--- config.mk ---
export PLATFORM = sky130hd
export DESIGN_NAME = inst_fetch_stage
export DESIGN_NICKNAME = d
export VERILOG_FILES = /design/src/rtl/mips_pkg.sv /design/src/rtl/inst_mem.sv /design/src/rtl/inst_fetch_stage.sv
export SDC_FILE = /design/constraint.sdc
export NUM_CORES = 2
export LEC_CHECK = 0
export ABC_AREA = 0
export ABC_CLOCK_PERIOD_IN_PS = 6850
export CAP_MARGIN = 20
export CORE_UTILIZATION = 30
export DETAILED_ROUTE_END_ITERATION = 16
export GPL_ROUTABILITY_DRIVEN = 0
export GPL_TIMING_DRIVEN = 0
export PLACE_DENSITY = 0.4
export RECOVER_POWER = 50
export SETUP_SLACK_MARGIN = 0.02
export SLEW_MARGIN = 20
export SYNTH_ARGS = -nofsm -noshare
export SYNTH_HDL_FRONTEND = slang
export SYNTH_HIERARCHICAL = 1
export SYNTH_SLANG_ARGS = --single-unit
export TNS_END_PERCENT = 5
--- constraint.sdc ---
create_clock -name clock -period 6.85 [get_ports clock]
set_input_delay 1.0275 -clock clock [delete_from_list [all_inputs] [get_ports clock]]
set_output_delay 1.0275 -clock clock [all_outputs]
set_load 0.01 [all_outputs]
--- src/rtl/mips_pkg.sv ---
// Shared constants for the 5-stage MIPS core.
// Instruction width, NOP encoding, reset vector and decode field slices.
package mips_pkg;

    localparam int          INST_W   = 32;
    localparam logic [31:0] NOP_INST = 32'h0000_0000;
    localparam logic [31:0] RESET_PC = 32'h0000_0000;

    localparam int RS_MSB = 25;
    localparam int RS_LSB = 21;
    localparam int RT_MSB = 20;
    localparam int RT_LSB = 16;

endpackage

--- src/rtl/inst_mem.sv ---
// Word-addressed instruction memory.
// Combinational read, synchronous write, zero (NOP) at time zero.
module inst_mem
    import mips_pkg::*;
#(
    parameter int DEPTH = 64,
    parameter int AW    = 6
) (
    input  logic              clock,
    input  logic              we,
    input  logic [AW-1:0]     waddr,
    input  logic [INST_W-1:0] wdata,
    input  logic [AW-1:0]     raddr,
    output logic [INST_W-1:0] rdata
);

    logic [INST_W-1:0] mem [DEPTH] = '{default: NOP_INST};

    // Reads see the pre-write word in the cycle of a same-index write.
    assign rdata = mem[raddr];

    always_ff @(posedge clock) begin
        if (we) begin
            mem[waddr] <= wdata;
        end
    end

endmodule

--- src/rtl/inst_fetch_stage.sv ---
// Fetch stage: PC, instruction memory and the IF/ID register.
// Priority at each edge: reset, redirect (flush), stall, fetch.
module inst_fetch_stage
    import mips_pkg::*;
#(
    parameter int          IMEM_DEPTH = 64,
    parameter int          IMEM_AW    = 6,
    parameter logic [31:0] RESET_PC   = mips_pkg::RESET_PC
) (
    input  logic               clock,
    input  logic               reset,
    input  logic               stall,
    input  logic               redirect_valid,
    input  logic [31:0]        redirect_pc,
    input  logic               imem_we,
    input  logic [IMEM_AW-1:0] imem_waddr,
    input  logic [31:0]        imem_wdata,
    output logic [31:0]        pc,
    output logic [31:0]        dinstOut,
    output logic [31:0]        dpc4,
    output logic               dvalid
);

    logic [31:0] pc4;
    logic [31:0] target;
    logic [31:0] fetched;

    assign pc4    = pc + 32'd4;
    assign target = redirect_pc & ~32'h3;

    inst_mem #(
        .DEPTH (IMEM_DEPTH),
        .AW    (IMEM_AW)
    ) u_imem (
        .clock (clock),
        .we    (imem_we),
        .waddr (imem_waddr),
        .wdata (imem_wdata),
        .raddr (pc[IMEM_AW+1:2]),
        .rdata (fetched)
    );

    always_ff @(posedge clock) begin
        if (reset) begin
            pc       <= RESET_PC;
            dinstOut <= NOP_INST;
            dpc4     <= '0;
            dvalid   <= 1'b0;
        end else if (redirect_valid) begin
            pc       <= target;
            dinstOut <= NOP_INST;
            dpc4     <= '0;
            dvalid   <= 1'b0;
        end else if (!stall) begin
            pc       <= pc4;
            dinstOut <= fetched;
            dpc4     <= pc4;
            dvalid   <= 1'b1;
        end
    end

endmodule

==> out/results.txt <==
Synthesized instance count: 3787
Flop2flop setup slack: 1.93 ns
Postcts setup bufs: 0
Core outline area: 271700 um^2
Setup violations, final: 0
Initial antenna violation count: 24
CTS Buf Count: 234
Clock Path Buffers: 3
Area grow syn2layout: 21.09%
Crit. End Element: register
Synthesized flop and latch total: 2141
Failing checks: capacitance limit, slew limit
Total track usage: 21.18%
Fillers: 24730
NetSw: 0.006847 W
Slew Viols, Final: 1764
Post_cts resized: 0
Max transition margin: -124.2%
DR WL/cell: 36.06 um
Synth cell count leaders: edfxtp_1, mux4_2, nor2_1
Element type at the critical path start: register
Tot Pwr: 0.02916 W
Worst Tran Pin Value: 3.363 ns
Post-CTS Hold Buffers: 0
DRT Pass-1 Iters: 7
Area share of the largest cell type after synthesis: 74.83%
Crit path DAT: 5.74 ns
Status: finished with violations
Die height: 525.4 um
CTS Sinks: 2141
Final ANT Viol Nets: 0
EDFF count, synth: 2048
Design area: 99520 um^2
Synth Area per Inst: 21.70 um^2
Warnings, synthesis: 6
Worst Path Required: 7.67 ns
Post-route clock skew: 0.05236 ns
Register area: 63360 um^2
Vias per Instance: 5.177
F_max: 203.1 MHz
Drt drc: 0
Iter 0 DRT Violations: 4463
Worst Hold Class: register to register
Final wirelength: 293.7 mm
CTS tree: yes
Leading area contributor after synthesis: edfxtp_1
Setup TNS Final: 0 ns
Vias in the first global route: 42670
CTS clk-pin slew, worst paths: 0.06 ns
Crit path time final: 4.923 ns
Pleak: 30.42 nW
Setup ws final: 1.927 ns
Largest net degree at the start of global routing: 65
Syn Std Cell Area: 82190 um^2
Initial Utilization: 30.25%
Power density over the cells: 293.0 nW/um^2
Netlist cell types: 52
Top area cells in the synthesized netlist: edfxtp_1, mux4_2, dfxtp_1
Clock Latency Late Sink: 0.88 ns
Site Rows: 191
Clock Power Share: 42.9%
Register area share after synthesis: 77.09%
Most used DFF post-synth: edfxtp_1
Setup CP Type: register to register
# nets final: 4437
Period utilisation layout: 71.87%
Post-DP HPWL: 204.4 mm
Sw Share: 23.48%
Maxcap violations: 41
Via count: 42160
Logic pwr share: 7.3%
Util after Layout: 36.63%
Die area: 276100 um^2
RSZ-0062 raised after global routing: no
I/O Pins: 172
Seq pwr share: 49.8%
Internal power: 0.02231 W
Final Hold Vio Count: 0
Placed Area: 92760 um^2
Clock root buffer master: clkbuf_16
GRT overflow: 0
Die X: 525.4 um
Layout cell share with drive strength beyond 1: 26.87%
Worst-path fanout max: 10
H-Tree Depth: 4
First-pass GRT wire length: 394.2 mm
IO Port Bufs: 159
Multi-input gate area: 18020 um^2
Synth async-reset ratio: 0%
Worst VDD drop: 241.1 uV
Pre-CTS setup slack: 1.983 ns
Top-count cell post-synth: edfxtp_1
final timing paths:
kind | from | to | cells past startpoint
setup / recovery | pc[3]$_SDFFE_PP0P_ | dinstOut[15]$_SDFFE_PP0N_ | 11
hold / removal | dvalid$_SDFFE_PP0N_ | dvalid$_SDFFE_PP0N_ | 1
setup reg to reg | pc[3]$_SDFFE_PP0P_ | dinstOut[15]$_SDFFE_PP0N_ | 11
hold reg to reg | dvalid$_SDFFE_PP0N_ | dvalid$_SDFFE_PP0N_ | 1
state kept, by name, indices dropped and copies added, names as in the netlist:
register	flops
dinstOut	32
dpc4	30
dvalid	1
pc	30
u_imem/mem	2048
metrics by stage:
step	hold WS (ns)	std cells
floorplan	0.4856	3790
global placement	0.4598	7519
detailed placement	0.4572	7695
CTS	0.3282	8133
global route	0.4431	8135
finish	0.4623	8145
layer usage:
| metal | up-vias | track usage [%] | share of wire, % |
|---|---|---|---|
| li1 | 17110 | - | - |
| met1 | 23400 | 28.64 | 43 |
| met2 | 1334 | 35.56 | 49 |
| met3 | 321 | 2.861 | 4.7 |
| met4 | 2 | 5.959 | 3.1 |
| met5 | - | 0 | 0.0031 |
power by group through the flow:
stage          registers (W)  logic, W  clock network (W)
6_report              0.0145   0.00212             0.0125
5_1_grt               0.0145   0.00221             0.0132
3_3_place_gp          0.0148   0.00212                  0
2_1_floorplan         0.0148  0.000969                  0
3_5_place_dp          0.0148   0.00222                  0
4_1_cts               0.0145   0.00222             0.0128
layout make-up:
class                           count  share of cell area, %
Antenna cell                       12                0.03017
Multi-Input combinational cell   1410                  18.10
Sequential cell                  2141                  63.67
Tap cell                         3570                  4.488
Buffer                            225                  1.123
Inverter                           14                0.05280
Timing Repair Buffer              335                  4.946
Clock inverter                    148                  1.432
Clock buffer                      290                  6.157
cells by family after synthesis:
group	Yosys count	synth area share, %
muxes	678	16.54
DFF	2141	77.09
xor gates and xnor gates	51	0.5435
buffers and inverters	239	1.378
AOI/OAI and AO/OA	293	2.198
other	1	0.004563
adders and majority gates	1	0.01522
and+or+nand+nor	383	2.229
cells in the final DEF (no fill, tap or decap), types with 49 or more instances in the layout:
master | netlist | final
mux4_2 | 544 | 544
clkinv_1 | 1 | 50
dfxtp_1 | 93 | 93
clkdlybuf4s50_1 | 0 | 123
clkinv_2 | 0 | 55
a21oi_1 | 111 | 111
mux2i_1 | 134 | 134
buf_16 | 0 | 81
clkbuf_16 | 0 | 235
buf_2 | 64 | 72
nor2_4 | 0 | 49
nand2_1 | 51 | 51
edfxtp_1 | 2048 | 2048
nor2_1 | 205 | 156
clkbuf_1 | 99 | 184
o22ai_1 | 90 | 89
buf_12 | 0 | 53
critical path, cell delays in order, from the launching register on:
cell     delay [ns]
dfxtp_1        0.48
buf_2          0.41
buf_2          0.46
buf_2          0.39
buf_1          0.79
mux4_2         0.39
o22ai_1        0.10
nor2_1         0.94
a21oi_1        0.23
nor2_1         0.36
mux2i_1        0.13
nor2_1         0.10
(Power assumes the default switching activity.)
